===== config.mk =====
export PLATFORM = sky130hd
export DESIGN_NAME = bus_cycle_ctrl_flat
export DESIGN_NICKNAME = d
export VERILOG_FILES = /design/src/rtl/bus_cycle_pkg.sv /design/src/rtl/bus_cycle_ctrl_if.sv /design/src/rtl/bus_wait_ctr.sv /design/src/rtl/bus_cycle_ctrl.sv /design/src/flat_wrapper.sv
export SDC_FILE = /design/constraint.sdc
export NUM_CORES = 1
export LEC_CHECK = 0
export CAP_MARGIN = 20
export CORE_ASPECT_RATIO = 0.9
export CORE_UTILIZATION = 53
export CTS_BUF_LIST = sky130_fd_sc_hd__clkbuf_8
export DETAILED_ROUTE_END_ITERATION = 8
export DONT_BUFFER_PORTS = 1
export GPL_TIMING_DRIVEN = 0
export HOLD_SLACK_MARGIN = 0.03
export PLACE_DENSITY = 0.68
export SLEW_MARGIN = 15
export SYNTH_ARGS = -nofsm -noshare
export SYNTH_HDL_FRONTEND = slang
export SYNTH_HIERARCHICAL = 1
export SYNTH_SLANG_ARGS = --single-unit

===== constraint.sdc =====
create_clock -name clk -period 4.83 [get_ports clk]
set_clock_uncertainty 0.2 [all_clocks]
set_input_delay 0.2415 -clock clk [delete_from_list [all_inputs] [get_ports clk]]
set_output_delay 0.2415 -clock clk [all_outputs]
set_load 0.02 [all_outputs]

===== src/rtl/bus_cycle_pkg.sv =====
// Shared types for the bus-cycle controller: one-hot cycle states and the latched operation kind.
package bus_cycle_pkg;

    typedef enum logic [4:0] {
        T1 = 5'b00001,
        T2 = 5'b00010,
        TW = 5'b00100,
        T3 = 5'b01000,
        T4 = 5'b10000
    } state_t;

    typedef enum logic {
        OP_RD = 1'b0,
        OP_WR = 1'b1
    } op_t;

endpackage


===== src/rtl/bus_cycle_ctrl_if.sv =====
// CPU-side request signals and peripheral-side strobes of the bus-cycle controller.
// The controller uses the master modport; the CPU/peripheral environment uses slave.
interface bus_cycle_ctrl_if #(
    parameter int unsigned AW   = 16,
    parameter int unsigned DW   = 8,
    parameter int unsigned NCH  = 4,
    parameter int unsigned WS_W = 3
);
    logic                ale;
    logic                io_m;
    logic [AW-1:0]       ad_in;
    logic                rd_req_n;
    logic                wr_req_n;
    logic                ready;
    logic [NCH*WS_W-1:0] ws_cfg;
    logic [DW-1:0]       din;
    logic                ior_n;
    logic                iow_n;
    logic                memr_n;
    logic                memw_n;
    logic [NCH-1:0]      cs_n;
    logic [AW-1:0]       addr;
    logic [DW-1:0]       rdata;
    logic                rdata_vld;
    logic                busy;
    logic                err;

    modport master (
        input  ale, io_m, ad_in, rd_req_n, wr_req_n, ready, ws_cfg, din,
        output ior_n, iow_n, memr_n, memw_n, cs_n, addr, rdata, rdata_vld, busy, err
    );

    modport slave (
        output ale, io_m, ad_in, rd_req_n, wr_req_n, ready, ws_cfg, din,
        input  ior_n, iow_n, memr_n, memw_n, cs_n, addr, rdata, rdata_vld, busy, err
    );

endinterface


===== src/rtl/bus_wait_ctr.sv =====
// Wait-state down-counter for TW; with BUS_TIMEOUT_EN defined it also counts TW cycles
// and flags a timeout on the TIMEOUT-th one.
module bus_wait_ctr #(
    parameter int unsigned WS_W    = 3,
    parameter int unsigned TIMEOUT = 64
) (
    input  logic            clk,
    input  logic            rst,
    input  logic            load,
    input  logic            in_tw,
    input  logic [WS_W-1:0] ws_val,
    output logic            ws_done,
    output logic            tmo
);
    logic [WS_W-1:0] cnt_q;

    always_ff @(posedge clk) begin
        if (rst) begin
            cnt_q <= '0;
        end else if (load) begin
            cnt_q <= ws_val;
        end else if (in_tw && cnt_q != '0) begin
            cnt_q <= cnt_q - WS_W'(1);
        end
    end

    assign ws_done = (cnt_q == '0);

`ifdef BUS_TIMEOUT_EN
    localparam int unsigned TW_W = $clog2(TIMEOUT + 1);

    logic [TW_W-1:0] tcnt_q;

    // Cleared on TW entry, so it holds the index of the current TW cycle.
    always_ff @(posedge clk) begin
        if (rst || load) begin
            tcnt_q <= '0;
        end else if (in_tw) begin
            tcnt_q <= tcnt_q + TW_W'(1);
        end
    end

    assign tmo = in_tw && (tcnt_q == TW_W'(TIMEOUT - 1));
`else
    assign tmo = 1'b0;
`endif

endmodule


===== src/rtl/bus_cycle_ctrl.sv =====
// T1-T2-TW-T3-T4 bus-cycle controller with chip-select decode and programmable wait states.
// Defining BUS_TIMEOUT_EN aborts a TW phase that lasts TIMEOUT cycles and pulses err.
module bus_cycle_ctrl
    import bus_cycle_pkg::*;
#(
    parameter int unsigned AW      = 16,
    parameter int unsigned DW      = 8,
    parameter int unsigned NCH     = 4,
    parameter int unsigned WS_W    = 3,
    parameter int unsigned TIMEOUT = 64
) (
    input logic              clk,
    input logic              rst,
    bus_cycle_ctrl_if.master bus
);
    localparam int unsigned CHW = $clog2(NCH);

    state_t          state_q, state_d;
    op_t             op_q, op_d;
    logic            io_q, io_d;
    logic            abort_q, abort_d;
    logic [AW-1:0]   addr_q, addr_d;
    logic [DW-1:0]   rdata_q;
    logic [CHW-1:0]  ch;
    logic [WS_W-1:0] ws_sel;
    logic            ws_load, in_tw, ws_done, tmo, strobe;

    assign ch     = addr_q[AW-1 -: CHW];
    assign ws_sel = bus.ws_cfg[ch*WS_W +: WS_W];
    assign in_tw  = (state_q == TW);

    bus_wait_ctr #(
        .WS_W    (WS_W),
        .TIMEOUT (TIMEOUT)
    ) u_wait_ctr (
        .clk     (clk),
        .rst     (rst),
        .load    (ws_load),
        .in_tw   (in_tw),
        .ws_val  (ws_sel),
        .ws_done (ws_done),
        .tmo     (tmo)
    );

    always_comb begin
        state_d = state_q;
        op_d    = op_q;
        io_d    = io_q;
        addr_d  = addr_q;
        abort_d = abort_q;
        ws_load = 1'b0;
        unique case (state_q)
            T1: begin
                abort_d = 1'b0;
                if (bus.ale) begin
                    addr_d  = bus.ad_in;
                    io_d    = bus.io_m;
                    state_d = T2;
                end
            end
            T2: begin
                if (!bus.rd_req_n) begin
                    op_d    = OP_RD;
                    ws_load = 1'b1;
                    state_d = TW;
                end else if (!bus.wr_req_n) begin
                    op_d    = OP_WR;
                    ws_load = 1'b1;
                    state_d = TW;
                end
            end
            TW: begin
                // A slave that becomes ready on the last allowed cycle still completes.
                if (ws_done && bus.ready) begin
                    state_d = T3;
                end else if (tmo) begin
                    abort_d = 1'b1;
                    state_d = T4;
                end
            end
            T3:      state_d = T4;
            T4:      state_d = T1;
            default: state_d = T1;
        endcase
    end

    always_ff @(posedge clk) begin
        if (rst) begin
            state_q <= T1;
            op_q    <= OP_RD;
            io_q    <= 1'b0;
            abort_q <= 1'b0;
            addr_q  <= '0;
            rdata_q <= '0;
        end else begin
            state_q <= state_d;
            op_q    <= op_d;
            io_q    <= io_d;
            abort_q <= abort_d;
            addr_q  <= addr_d;
            if (state_q == T3 && op_q == OP_RD) begin
                rdata_q <= bus.din;
            end
        end
    end

    assign strobe     = (state_q == TW) || (state_q == T3);
    assign bus.ior_n  = !(strobe && io_q && op_q == OP_RD);
    assign bus.iow_n  = !(strobe && io_q && op_q == OP_WR);
    assign bus.memr_n = !(strobe && !io_q && op_q == OP_RD);
    assign bus.memw_n = !(strobe && !io_q && op_q == OP_WR);

    always_comb begin
        bus.cs_n = '1;
        if (state_q != T1) begin
            bus.cs_n[ch] = 1'b0;
        end
    end

    assign bus.addr      = addr_q;
    assign bus.rdata     = rdata_q;
    assign bus.busy      = (state_q != T1);
    assign bus.rdata_vld = (state_q == T4) && (op_q == OP_RD) && !abort_q;
`ifdef BUS_TIMEOUT_EN
    assign bus.err       = (state_q == T4) && abort_q;
`else
    assign bus.err       = 1'b0;
`endif

endmodule


===== src/flat_wrapper.sv =====
// flat-port wrapper written by rule: the top's interface ports become plain ports
module bus_cycle_ctrl_flat import bus_cycle_pkg::*;
#(
    parameter int unsigned AW      = 16,
    parameter int unsigned DW      = 8,
    parameter int unsigned NCH     = 4,
    parameter int unsigned WS_W    = 3,
    parameter int unsigned TIMEOUT = 64
)
  (clk, rst, bus_ale, bus_io_m, bus_ad_in, bus_rd_req_n, bus_wr_req_n, bus_ready, bus_ws_cfg, bus_din, bus_ior_n, bus_iow_n, bus_memr_n, bus_memw_n, bus_cs_n, bus_addr, bus_rdata, bus_rdata_vld, bus_busy, bus_err);
  bus_cycle_ctrl_if #(.AW(AW), .DW(DW), .NCH(NCH), .WS_W(WS_W)) bus_i ();
  input logic clk;
  input logic rst;
  input wire logic [$bits(bus_i.ale)-1:0] bus_ale;
  input wire logic [$bits(bus_i.io_m)-1:0] bus_io_m;
  input wire logic [$bits(bus_i.ad_in)-1:0] bus_ad_in;
  input wire logic [$bits(bus_i.rd_req_n)-1:0] bus_rd_req_n;
  input wire logic [$bits(bus_i.wr_req_n)-1:0] bus_wr_req_n;
  input wire logic [$bits(bus_i.ready)-1:0] bus_ready;
  input wire logic [$bits(bus_i.ws_cfg)-1:0] bus_ws_cfg;
  input wire logic [$bits(bus_i.din)-1:0] bus_din;
  output wire logic [$bits(bus_i.ior_n)-1:0] bus_ior_n;
  output wire logic [$bits(bus_i.iow_n)-1:0] bus_iow_n;
  output wire logic [$bits(bus_i.memr_n)-1:0] bus_memr_n;
  output wire logic [$bits(bus_i.memw_n)-1:0] bus_memw_n;
  output wire logic [$bits(bus_i.cs_n)-1:0] bus_cs_n;
  output wire logic [$bits(bus_i.addr)-1:0] bus_addr;
  output wire logic [$bits(bus_i.rdata)-1:0] bus_rdata;
  output wire logic [$bits(bus_i.rdata_vld)-1:0] bus_rdata_vld;
  output wire logic [$bits(bus_i.busy)-1:0] bus_busy;
  output wire logic [$bits(bus_i.err)-1:0] bus_err;
  assign bus_i.ale = bus_ale;
  assign bus_i.io_m = bus_io_m;
  assign bus_i.ad_in = bus_ad_in;
  assign bus_i.rd_req_n = bus_rd_req_n;
  assign bus_i.wr_req_n = bus_wr_req_n;
  assign bus_i.ready = bus_ready;
  assign bus_i.ws_cfg = bus_ws_cfg;
  assign bus_i.din = bus_din;
  assign bus_ior_n = bus_i.ior_n;
  assign bus_iow_n = bus_i.iow_n;
  assign bus_memr_n = bus_i.memr_n;
  assign bus_memw_n = bus_i.memw_n;
  assign bus_cs_n = bus_i.cs_n;
  assign bus_addr = bus_i.addr;
  assign bus_rdata = bus_i.rdata;
  assign bus_rdata_vld = bus_i.rdata_vld;
  assign bus_busy = bus_i.busy;
  assign bus_err = bus_i.err;
  bus_cycle_ctrl #(.AW(AW), .DW(DW), .NCH(NCH), .WS_W(WS_W), .TIMEOUT(TIMEOUT)) u_core (.clk(clk), .rst(rst), .bus(bus_i));
endmodule

# After elaboration in Yosys (flattened, before gate mapping)
# Index checks and enable logic that the tools add are counted.
[op_classes] n_eq_ne=10 n_reduce_logical=23 n_shift=1 mul=1 magnitude_cmp=2 n_bitwise=2 mux=15 add_sub_neg=1
[ops] op="$mux 5" count=4
[ops] op="$pmux 5 s4" count=1
[ops] op="$shiftx 12x5->3" count=1
[ops] op="$logic_and 1x1->1" count=11
[ops] op="$mux 1" count=6
[ops] op="$mux 3" count=2
[ops] op="$eq 5x1->1 const B" count=1
[ops] op="$eq 5x2->1 const B" count=1
[ops] op="$eq 5x3->1 const B" count=1
[ops] op="$eq 5x4->1 const B" count=1
[ops] op="$eq 5x5->1 const B" count=1
[ops] op="$logic_not 1->1" count=5
[ops] op="$ne 5x1->1 const B" count=1
[ops] op="$mul 2x2->4 const B" count=1
[ops] op="$mux 4" count=1
[ops] op="$ne 2x2->1 const B" count=2
[ops] op="$not 4->4" count=1
[ops] op="$reduce_and 2->1" count=2
[ops] op="$logic_not 3->1" count=1
[ops] op="$lt 2x3->1 const B" count=1
[ops] op="$ne 3x3->1 const B" count=1
[ops] op="$reduce_and 3->1" count=1
[ops] op="$reduce_bool 3->1" count=1
[ops] op="$sub 3x1->3 const B" count=1
[ops] op="other kinds (6)" count=6
[word_totals] register_bits=34 output_inout_bits=35 in_bits=43 wordCells=61

# Logic depth before layout (Yosys ltp)
# Gate-level depths: netlist of run 1.
[depth] ltp_word=6 mapped_depth=6 ltp_nobuf=6

# By module
# The synthesis of run 1 kept the hierarchy.
[modules_own_cells] mod="bus_cycle_ctrl" area_per_inst_um2=1576.5 seq_area_each_um2=640.6 n_inst=1 cells_per_inst=179
[modules_own_cells] mod="bus_wait_ctr" area_per_inst_um2=193.9 seq_area_each_um2=60.1 n_inst=1 cells_per_inst=23

# Worst setup path before layout of run 1
# Ideal clock, no wire load.
[synth_timing] path_kind="reg2out" from="register u_core.state_q[2]" to="output bus_rdata_vld" required_time_ps=4388 slack_ps=2692 n_path_buf=1 path_stages_with_launch=4 arrival_time_ps=1696 cell_sequence="dfxtp_1 > buf_2 > or4_1 > nor4b_1"
[synth_via] elab_chain_cells=2
[synth_lines] item="from (decl)" line="bus_cycle_ctrl.sv:18" source="state_t state_q, state_d;"
[synth_lines] item="from (signal assigned)" line="bus_cycle_ctrl.sv:96" source="state_q <= state_d;"
[synth_lines] item="$eq 5x5->1" line="bus_cycle_ctrl.sv:123" source="assign bus.rdata_vld = (state_q == T4) && (op_q == OP_RD) && !abort_q;"
[synth_lines] item="$logic_and 1x1->1" line="bus_cycle_ctrl.sv:123"
[synth_lines] item="to (decl)" line="flat_wrapper.sv:29" source="output wire logic [$bits(bus_i.rdata_vld)-1:0] bus_rdata_vld;"
# No other way between the ends.

# Final worst setup path of run 1
# Ends and elaborated chain as after synthesis.

==> metrics.md, run 1 <==
| Metric | Value |
|---|---|
| Power density cells | `304 mW/mm²` |
| FF-to-FF Start | `u_core/state_q[2]` |
| Simple-Gate Fraction of Synth Area | `24.0%` |
| Compound-Gate Fraction of Synth Area | `21.8%` |
| CTS sink cnt | `35` |
| Tcrit/Tclk final | `54.0%` |
| Startpoint types | `flip-flop` |
| Post-synthesis xor/xnor area fraction | `0.495%` |
| Drt total wl | `4.47 mm` |
| Vias/cell | `5.75` |
| Area contributors post-synth | `dfxtp_1 (40%), a21oi_1 (8.2%), nand3_1 (7.9%), o21ai_2 (4.9%), mux4_2 (3.8%)` |
| Site row count | `19` |
| Number of flops mapped to enable cells by yosys | `0` |
| Synth Area in Adders | `1.41%` |
| Worst skew pair latency | `0.28 ns` |
| DR iter-0 viols | `137` |
| Worst-Margin Slew | `1.02 ns` |
| Synth Instances | `202` |
| Relative slew slack | `31.2%` |
| Number of global-route vias before repair | `1,565` |
| # port buffers | `0` |
| Outcome | `complete, no violations` |
| Post-DRT Antenna Nets | `0` |
| CP Capture Point | `bus_rdata_vld` |
| Drt first pass iters | `4` |
| Total of max-cap violations | `0` |
| Net Count, Synth | `247` |
| Peak VDD IR | `186 µV` |
| Commonest cells in the netlist | `dfxtp_1 (35), a21oi_1 (29), nand3_1 (28)` |
| Final Hold Viols | `0` |
| Mapped Avg Cell Area | `8.76 µm²` |
| Initial cell density of the core | `56.9%` |
| Post-CTS Resized | `0` |
| #FFs+latches synth | `35` |
| R2r setup slk | `2.58 ns` |
| Slew Viols, Final | `0` |
| Multiplexer share of the synthesized area | `3.82%` |
| GP Congestion | `0.830` |
| Final worst setup slack | `2.22 ns` |
| CP required | `4.39 ns` |
| N_diodes | `0` |
| Area post-placement | `0.00182 mm²` |
| DR DRC count | `0` |
| Final setup violation count | `0` |
| Tmin final | `2.61 ns` |
| Drt wl/cell | `15.8 µm` |
| First-pass GRT wire length | `7.25 mm` |
| Largest family of logic cells by synthesized area | `simple AND/OR/NAND/NOR gates` |
| Postcts setup bufs | `0` |
| CTS Buf Count | `5` |
| CTS max path bufs | `2` |
| Die H | `56.8 µm` |
| Full die area | `0.00358 mm²` |
| Antenna violations before repair | `0` |
| WP data arrival | `2.17 ns` |
| Post-synthesis sequential area ratio | `39.6%` |
| Vias post-DR | `1,622` |
| Worst path slowest cell | `nor4b_1` |
| Die Width | `62.9 µm` |
| CTS root buffer | `clkbuf_8` |
| Share of layout cells above drive strength 1 | `15.0%` |
| Reg2reg path depth | `5` |
| Place WS | `2.56 ns` |
| Hold Crit Class | `primary input to flip-flop` |
| Crit Path Max Fanout | `10` |
| Grt ovf | `0` |
| Post-route cell area | `0.00222 mm²` |
| Post-synth ARST share | `0%` |
| Ports | `78` |
| RSZ-0062 raised after global routing | `false` |
| Yosys warnings | `6` |
| CP Class | `flip-flop to output port` |
| CTS tree | `built` |
| CTS H-Tree Depth | `2` |
| Synth Flop Type | `dfxtp_1` |
| Unique masters post-synth | `43` |
| Pin count of the biggest net entering global routing | `11` |
| Yosys top cell area share | `39.6%` |
| CTS clk-pin slew, worst paths | `0.07 ns` |
| Layout area overhead | `25.6%` |
| Leak pwr | `0.802 nW` |
| Count leader, synth | `dfxtp_1` |
| Synthesized area | `0.00177 mm²` |
| Crit-path cells | `buf_2 -> or4_1 -> nor4b_1` |
| Synth area leader | `dfxtp_1` |
| Core box area | `0.00311 mm²` |
| CP Launch Point | `u_core/state_q[2]` |
| Critical Path Max Stage Delay | `0.85 ns` |
| Setup_tns | `0 ns` |
| Total GRT Usage | `26.3%` |
| Crit path capture type | `output port` |
| Max Freq | `383 MHz` |
| Worst reg2reg endpoint | `u_core/op_q` |
| Final Net Count | `284` |
| DPL Wire Length | `3.08 mm` |
==> layout make-up <==
class	count	area (µm²)
multi-input cells	140	920
repair buffers	30	300
well taps	42	52.6
plain buffers	19	120
clock inverters	1	3.75
fillers	244	891
clock buffers	7	96.3
flip-flops and latches	35	701
inverters	8	30.0
==> power breakdown <==
group,switching (mW),internal [mW]
sequential,0.0240,0.302
clock,0.101,0.128
combinational,0.0673,0.0535
==> flip-flops by register name, indices dropped and copies added (netlist names) <==
signal                   flops
u_core/state_q               5
u_core/abort_q               1
u_core/bus.rdata             8
u_core/op_q                  1
u_core/io_q                  1
u_core/u_wait_ctr/cnt_q      3
u_core/bus.addr             16
==> what timing repair did <==
action	in CTS	in global routing
hold endpoints to repair	33	0
hold buffers	30	0
endpoints found under the setup margin	0	0
==> worst max-delay path: cells and delay by family, from the launching register on <==
kind | cells | cell delay (ns)
buf+inv | 1 | 0.19
flops | 1 | 0.31
simple gates | 2 | 1.38
==> placed cells by master, fill, tap and decap left out, types with 4 or more instances in the layout <==
cell	Yosys	layout
dfxtp_1	35	35
buf_2	5	5
nand3_1	28	28
nand3b_1	6	6
dlygate4sd3_1	0	30
a31oi_1	5	5
or3_1	4	4
a21oi_1	29	29
inv_1	8	9
nand2_1	5	5
o21ai_1	9	9
o21ai_2	10	10
o21ai_0	6	6
clkbuf_8	0	7
clkbuf_1	7	7
==> kinds of logic (layout without fill, tap and decap cells) <==
group	Yosys count	after routing
DFF	35	35
adders and majority gates	2	2
AOI/OAI and AO/OA	65	65
xor gates and xnor gates	1	1
and+or+nand+nor	67	67
buffers and inverters	27	65
muxes	3	3
other	2	2
==> per-stage QoR <==
stage	util [%]	instances	total power [mW]	hold WS, ns
final	71.4	282	0.676	0.0766
after global routing	71.4	282	0.706	0.0840
after CTS	71.4	282	0.681	0.0706
after detailed placement	58.5	244	0.432	0.114
after global placement	58.5	244	0.428	0.112
after floorplan	-	202	0.412	0.111
==> worst min path at each step <==
| stage | startpoint | end | slack [ns] | cells after the start |
|---|---|---|---|---|
| 6_report | bus_ale | u_core/bus.addr[15] | 0.08 | 3 |
| 5_1_grt | bus_ale | u_core/bus.addr[2] | 0.08 | 3 |
| 4_1_cts | bus_ale | u_core/state_q[0] | 0.07 | 3 |
| 3_5_place_dp | rst | u_core/u_wait_ctr/cnt_q[1] | 0.11 | 1 |
| 3_3_place_gp | rst | u_core/u_wait_ctr/cnt_q[2] | 0.11 | 1 |
| 2_1_floorplan | rst | u_core/u_wait_ctr/cnt_q[1] | 0.11 | 1 |
==> routing by layer <==
| metal | GRT usage [%] | part of all wire, % |
|---|---|---|
| met2 | 43.5 | 50 |
| met3 | 7.72 | 6.1 |
| met4 | 9.97 | 1.3 |
| met1 | 32.0 | 43 |
| met5 | 0 | 0 |
Note: power is estimated with default switching activity, not from simulation.
==> run 2, diff against run 1 <==
--- a/config.mk
+++ b/config.mk
@@ -5,6 +5,7 @@
 export SDC_FILE = /design/constraint.sdc
 export NUM_CORES = 1
 export LEC_CHECK = 0
+export ABC_AREA = 1
 export CAP_MARGIN = 20
 export CORE_ASPECT_RATIO = 0.9
 export CORE_UTILIZATION = 53
==> constraint.sdc (replaced) <==
create_clock -name clk -period 2.6 [get_ports clk]
set_clock_uncertainty 0.2 [all_clocks]
set_input_delay 0.13 -clock clk [delete_from_list [all_inputs] [get_ports clk]]
set_output_delay 0.13 -clock clk [all_outputs]
set_load 0.02 [all_outputs]
==> metrics.md, run 2 <==
| Metric | Value |
|---|---|
| Outcome | `complete, no violations` |
| DR iter-0 viols | `66 (-52%)` |
| Core box area | `0.00286 mm² (-8.2%)` |
| CTS tree | `built` |
| CP required | `2.63 ns (-1.76 ns)` |
| CTS clk-pin slew, worst paths | `0.07 ns (about the same)` |
| Hold Crit Class | `primary input to flip-flop` |
| Sequential share of power | `51.3% (+3.0 points)` |
| Die H | `55.1 µm (-3.1%)` |
| Commonest cells after routing, fill and taps aside | `inv_1 (44), dlygate4sd3_1 (38), dfxtp_1 (35), nand2_1 (30), a21oi_1 (27)` |
| N_diodes | `0 (unchanged)` |
| Drt first pass iters | `4 (unchanged)` |
| Clock power frac | `29.8% (-4.1 points)` |
| CP Class | `flip-flop to flip-flop` |
| Final Net Count | `313 (+10%)` |
| Top cell family by delay on the critical path | `buffers and inverters` |
| Relative slew slack | `58.1% (+27 points)` |
| Leak pwr | `0.895 nW (+12%)` |
| Post-synth ARST share | `0% (unchanged)` |
| Commonest non-fill, non-tap cell in the layout | `inv_1` |
| Cell mode on critical path | `nor2_1` |
| Tmin final | `2.12 ns` |
| Die Width | `61.0 µm (-3.1%)` |
| Final worst setup slack | `0.484 ns (-1.74 ns)` |
| RSZ-0062 raised after global routing | `false` |
| GP Congestion | `0.832 (+0.24%)` |
| DR DRC count | `0 (unchanged)` |
| Switching Share | `30.7% (+2.3 points)` |
| CTS Buf Count | `5 (unchanged)` |
| Pin count of the biggest net entering global routing | `11 (unchanged)` |
| Slew Viols, Final | `0 (unchanged)` |
| Total GRT Usage | `28.1% (+1.8 points)` |
| Synth Instances | `223 (+10%)` |
| Share of layout cells above drive strength 1 | `10.4% (-4.6 points)` |
| Switching power | `0.380 mW (+98%)` |
| Internal Power | `0.855 mW (+77%)` |
| Comb pwr share | `18.9% (+1.0 points)` |
| Full die area | `0.00336 mm² (-6.1%)` |
| Worst-Margin Slew | `0.624 ns (-0.394 ns)` |
| Total of max-cap violations | `0 (unchanged)` |
| Place WS | `0.897 ns (-1.66 ns)` |
| Setup_tns | `0 ns (unchanged)` |
| First-pass GRT wire length | `6.60 mm (-8.9%)` |
| Synth area leader | `dfxtp_1` |
| Power density cells | `569 mW/mm² (+87%)` |
| Post-synthesis sequential area ratio | `42.2% (+2.7 points)` |
| WP data arrival | `2.15 ns (-0.02 ns)` |
| Critical Path Max Stage Delay | `0.58 ns (-0.27 ns)` |
| Drt wl/cell | `13.4 µm (-15%)` |
| Postcts setup bufs | `0 (unchanged)` |
| Mapped Avg Cell Area | `7.44 µm² (-15%)` |
| #FFs+latches synth | `35 (unchanged)` |
| Antenna violations before repair | `0 (unchanged)` |
| Count leader, synth | `inv_1` |
| Vias post-DR | `1,603 (-1.2%)` |
| DPL Wire Length | `2.69 mm (-13%)` |
| Area contributors post-synth | `dfxtp_1 (42%), inv_1 (9.5%), a21oi_1 (8.1%), nand2_1 (6.8%), nand3_1 (4.2%)` |
| Crit path capture type | `flip-flop` |
| CTS root buffer | `clkbuf_8` |
| Unique masters post-synth | `27 (-37%)` |
| Synth Flop Type | `dfxtp_1` |
| Worst path slowest cell | `dlygate4sd3_1` |
| Max FFs per register | `16 (unchanged)` |
| Peak VDD IR | `622 µV (+230%)` |
| Vias/cell | `5.19 (-9.8%)` |
| CTS sink cnt | `35 (unchanged)` |
| # port buffers | `0 (unchanged)` |
| Number of global-route vias before repair | `1,480 (-5.4%)` |
| Layout area overhead | `30.8%` |
| Post-DRT Antenna Nets | `0 (unchanged)` |
| Drt total wl | `4.15 mm (-7.1%)` |
| Crit-path cells | `inv_1 -> nor2_1 -> a22oi_1 -> dlygate4sd3_1 -> nand2_1 -> nand2_1 -> o21ai_0 -> nor2_1 -> nor2_1` |
| Worst skew pair latency | `0.29 ns (about the same)` |
| Net Count, Synth | `268 (+8.5%)` |
| Startpoint types | `flip-flop` |
| Initial cell density of the core | `58.0% (+1.2 points)` |
| Site row count | `18 (-1)` |
| Ports | `78 (unchanged)` |
| Commonest cells in the netlist | `inv_1 (42), dfxtp_1 (35), nand2_1 (30)` |
| CTS max path bufs | `2 (unchanged)` |
| Tcrit/Tclk final | `81.4%` |
| Yosys top cell area share | `42.2% (+2.7 points)` |
| Final setup violation count | `0 (unchanged)` |
| Synthesized area | `0.00166 mm² (-6.3%)` |
| Final hold slack | `0.0863 ns (+0.00976 ns)` |
| CTS H-Tree Depth | `2 (unchanged)` |
| Crit Path Max Fanout | `4 (-6)` |
| Number of flops mapped to enable cells by yosys | `0 (unchanged)` |
| Worst path bufs/invs | `2 (+1)` |
| Final Hold Viols | `0 (unchanged)` |
| Grt ovf | `0 (unchanged)` |
| Yosys warnings | `6 (unchanged)` |
| Max Freq | `473 MHz` |
[run 2: cell count changes after synthesis, sizes merged, moves of 3 or more]
cell and delta:
mux4 -3, a31oi -5, o21ai +4, nand3b -5, nand2 +26, buf -6
nand4 +3, nand3 -14, nor2 +13, a22oi +4, inv +37, or3 -4
clkbuf -5
[run 2: power groups by stage]
stage	sequential [mW]	combinational, mW	clock [mW]
floorplan	0.638	0.146	0
finish	0.634	0.233	0.368
global placement	0.644	0.167	0
detailed placement	0.646	0.175	0
global route	0.637	0.261	0.400
CTS	0.634	0.228	0.374
[run 2: final cells by class]
type | count | area [µm²]
plain buffers | 8 | 67.6
well taps | 40 | 50.0
inverters | 45 | 169
repair buffers | 38 | 380
flip-flops and latches | 35 | 701
multi-input cells | 135 | 722
clock inverters | 3 | 12.5
clock buffers | 5 | 68.8
fillers | 227 | 689
[run 2: cell families (layout without fill, tap and decap cells)]
| logic type | after synthesis | in the layout | share of synthesized area (%) |
|---|---|---|---|
| AND/OR/NAND/NOR | 68 | 68 | 20.9 |
| buffers and inverters | 53 | 99 | 14.3 |
| other | 2 | 2 | 0.453 |
| adder cells (fa/ha/maj) | 2 | 2 | 1.51 |
| flip-flops | 35 | 35 | 42.2 |
| AO/OA/AOI/OAI | 63 | 63 | 20.7 |
[run 2: metal layers]
metal	global-route usage, %	up-vias	part of all wire [%]
met4	13.6	0	2.0
met5	0	-	0
met2	49.8	62	50
met3	7.21	7	6.2
met1	31.7	729	42
li1	-	805	-
[run 2: worst paths after layout]
kind,from,end,slack [ns],cells after the start
max,u_core/bus.addr[14],u_core/u_wait_ctr/cnt_q[2],0.48,9
max reg2reg,u_core/bus.addr[14],u_core/u_wait_ctr/cnt_q[2],0.48,9
min,bus_ws_cfg[9],u_core/u_wait_ctr/cnt_q[0],0.09,8
min reg2reg,u_core/abort_q,u_core/abort_q,0.27,2
[run 2: worst min-delay path: cells and delay by family]
kind / cells / cell delay [ns]
AND/OR/NAND/NOR: 7 / 0.36
buffers and inverters: 1 / 0.04
[run 2: stage by stage]
step	power (mW)	instances	utilization [%]	instance area [µm²]
2_1_floorplan	0.784	223	-	1660
3_3_place_gp	0.812	263	59.8	1710
3_5_place_dp	0.821	263	59.8	1710
4_1_cts	1.24	309	75.9	2170
5_1_grt	1.30	309	75.9	2170
6_report	1.23	309	75.9	2170
[run 2: timing repair]
| item | in CTS | in global routing |
|---|---|---|
| hold buffers | 38 | 0 |
| resized for setup | 0 | 0 |
| hold endpoints to repair | 35 | 0 |
==> run 3, diff against run 2 <==
--- a/config.mk
+++ b/config.mk
@@ -14,7 +14,7 @@
 export DONT_BUFFER_PORTS = 1
 export GPL_TIMING_DRIVEN = 0
 export HOLD_SLACK_MARGIN = 0.03
-export PLACE_DENSITY = 0.68
+export PLACE_DENSITY = 0.71
 export SLEW_MARGIN = 15
 export SYNTH_ARGS = -nofsm -noshare
 export SYNTH_HDL_FRONTEND = slang
==> constraint.sdc (replaced) <==
create_clock -name clk -period 1.7 [get_ports clk]
set_clock_uncertainty 0.2 [all_clocks]
set_input_delay 0.085 -clock clk [delete_from_list [all_inputs] [get_ports clk]]
set_output_delay 0.085 -clock clk [all_outputs]
set_load 0.02 [all_outputs]
==> metrics.md, run 3 (same netlist as run 2, synthesis figures left out) <==
| Metric | Value |
|---|---|
| CP required | `1.41 ns (-1.22 ns)` |
| Initial cell density of the core | `58.0% (unchanged)` |
| Full die area | `0.00336 mm² (unchanged)` |
| Metal-1 WL | `1.76 mm (+0.17%)` |
| Total GRT Usage | `29.6% (+1.5 points)` |
| CP Class | `flip-flop to output port` |
| Wire length on met3 | `335 µm (+31%)` |
| CTS tree | `built` |
| Area post-placement | `0.00171 mm² (unchanged)` |
| First-pass GRT wire length | `6.91 mm (+4.6%)` |
| Number of global-route vias before repair | `1,613 (+9.0%)` |
| Place WS | `0.0360 ns (-0.861 ns)` |
| RSZ-0062 raised after global routing | `true` |
| Startpoint types | `flip-flop` |
| Antenna violations before repair | `0 (unchanged)` |
| Max Freq | `590 MHz` |
| Commonest cells after routing, fill and taps aside | `inv_1 (41), dlygate4sd3_1 (38), dfxtp_1 (32), nand2_1 (29), a21oi_1 (27)` |
| Post-DRT Antenna Nets | `0 (unchanged)` |
| GP Congestion | `0.798 (-4.0%)` |
| Vias/cell | `5.33 (+2.8%)` |
| Commonest non-fill, non-tap cell in the layout | `inv_1` |
| Die H | `55.1 µm (unchanged)` |
| Worst path bufs/invs | `1 (-1)` |
| N_diodes | `0 (unchanged)` |
| Die Width | `61.0 µm (unchanged)` |
| Slew Viols, Final | `0 (unchanged)` |
| WP data arrival | `1.41 ns (-0.74 ns)` |
| Metal2 WL | `2.49 mm (+21%)` |
| CTS sink cnt | `35 (unchanged)` |
| Final Hold Viols | `0 (unchanged)` |
| Post-route cell area | `0.00232 mm² (+6.9%)` |
| Ports | `78 (unchanged)` |
| Tmin final | `1.70 ns` |
| Final hold slack | `0.0477 ns (-0.0386 ns)` |
| Critical Path Max Stage Delay | `0.42 ns (-0.16 ns)` |
| CTS H-Tree Depth | `2 (unchanged)` |
| Core box area | `0.00286 mm² (unchanged)` |
| Final setup violation count | `0 (unchanged)` |
| Worst path slowest cell | `dfxtp_1` |
| Final worst setup slack | `0.00426 ns (-0.480 ns)` |
| Total Power | `2.12 mW (+71%)` |
| CTS clk-pin slew, worst paths | `0.07 ns (about the same)` |
| Site row count | `18 (unchanged)` |
| Max layer used | `met4` |
| CTS Buf Count | `5 (unchanged)` |
| Layout area overhead | `39.8%` |
| Vias post-DR | `1,674 (+4.4%)` |
| Share of layout cells above drive strength 1 | `17.5% (+7.1 points)` |
| DR iter-0 viols | `50 (-24%)` |
| Grt ovf | `0 (unchanged)` |
| Drt total wl | `4.69 mm (+13%)` |
| Drt wl/cell | `14.9 µm (+11%)` |
| Hold Crit Class | `primary input to flip-flop` |
| Power density cells | `913 mW/mm² (+60%)` |
| DR DRC count | `0 (unchanged)` |
| Leak pwr | `0.948 nW (+5.9%)` |
| Crit Path Max Fanout | `7 (+3)` |
| Top cell family by delay on the critical path | `simple AND/OR/NAND/NOR gates` |
| Tcrit/Tclk final | `99.7%` |
| Outcome | `complete, no violations` |
| CTS max path bufs | `2 (unchanged)` |
| Drt first pass iters | `4 (unchanged)` |
| Final core utilization | `81.1% (+5.2 points)` |
| Crit-path cells | `inv_1 -> nor2_4 -> nand3_4 -> nand2_1` |
| Max FFs per register | `16 (unchanged)` |
| DPL Wire Length | `2.73 mm (+1.7%)` |
| Final Net Count | `318 (+1.6%)` |
| CTS root buffer | `clkbuf_8` |
| Total of max-cap violations | `0 (unchanged)` |
| Worst skew pair latency | `0.29 ns (about the same)` |
| # port buffers | `0 (unchanged)` |
| Pin count of the biggest net entering global routing | `12 (+1)` |
| Peak VDD IR | `627 µV (+0.80%)` |
| Crit path capture type | `output port` |
## run 3: worst paths after layout
kind	start	endpoint	slack, ns	depth (start not counted)
worst max-delay path	u_core/state_q[0]	bus_cs_n[0]	0.004	4
worst max register to register	u_core/state_q[1]	u_core/u_wait_ctr/cnt_q[2]	0.07	9
worst min-delay path	bus_ws_cfg[6]	u_core/u_wait_ctr/cnt_q[0]	0.05	8
worst min register to register	u_core/abort_q	u_core/abort_q	0.29	2
## run 3: routing by layer
metal	vias to the layer above	GRT usage (%)
li1	817	-
met1	762	28.7
met2	79	55.9
met3	16	11.4
met4	0	13.6
met5	-	0
## run 3: cell type report
type | count | area [µm²]
Sequential cell | 35 | 704
Clock inverter | 2 | 35.0
Multi-Input combinational cell | 135 | 777
Clock buffer | 6 | 82.6
Fill cell | 187 | 541
Inverter | 45 | 171
Tap cell | 40 | 50.0
Timing Repair Buffer | 43 | 430
Buffer | 8 | 68.8
## run 3: power by group
part	switching (mW)	leakage, nW	internal, mW
sequential	0.0974	0.287	0.876
clock	0.295	0.0612	0.474
combinational	0.214	0.599	0.161
## run 3: worst register-to-register path, delay by kind of cell, from the launching register on
kind,cells,cell delay (ns)
flip-flops,1,0.39
AND/OR/NAND/NOR,5,0.58
buffers and inverters,4,0.35
## run 3: timing repair
action | 4_1_cts | 5_1_grt
endpoints found under the hold margin | 35 | 0
hold buffers | 38 | 0
resized for setup | 3 | 15
endpoints found under the setup margin | 10 | 13
pin swaps | 0 | 3
buffers inserted | 0 | 5
## run 3: through the flow
| step | std cells | TNS [ns] |
|---|---|---|
| floorplan | 223 | 0 |
| global placement | 263 | 0 |
| detailed placement | 263 | 0 |
| CTS | 309 | -0.249 |
| global route | 314 | -0.356 |
| finish | 314 | 0 |
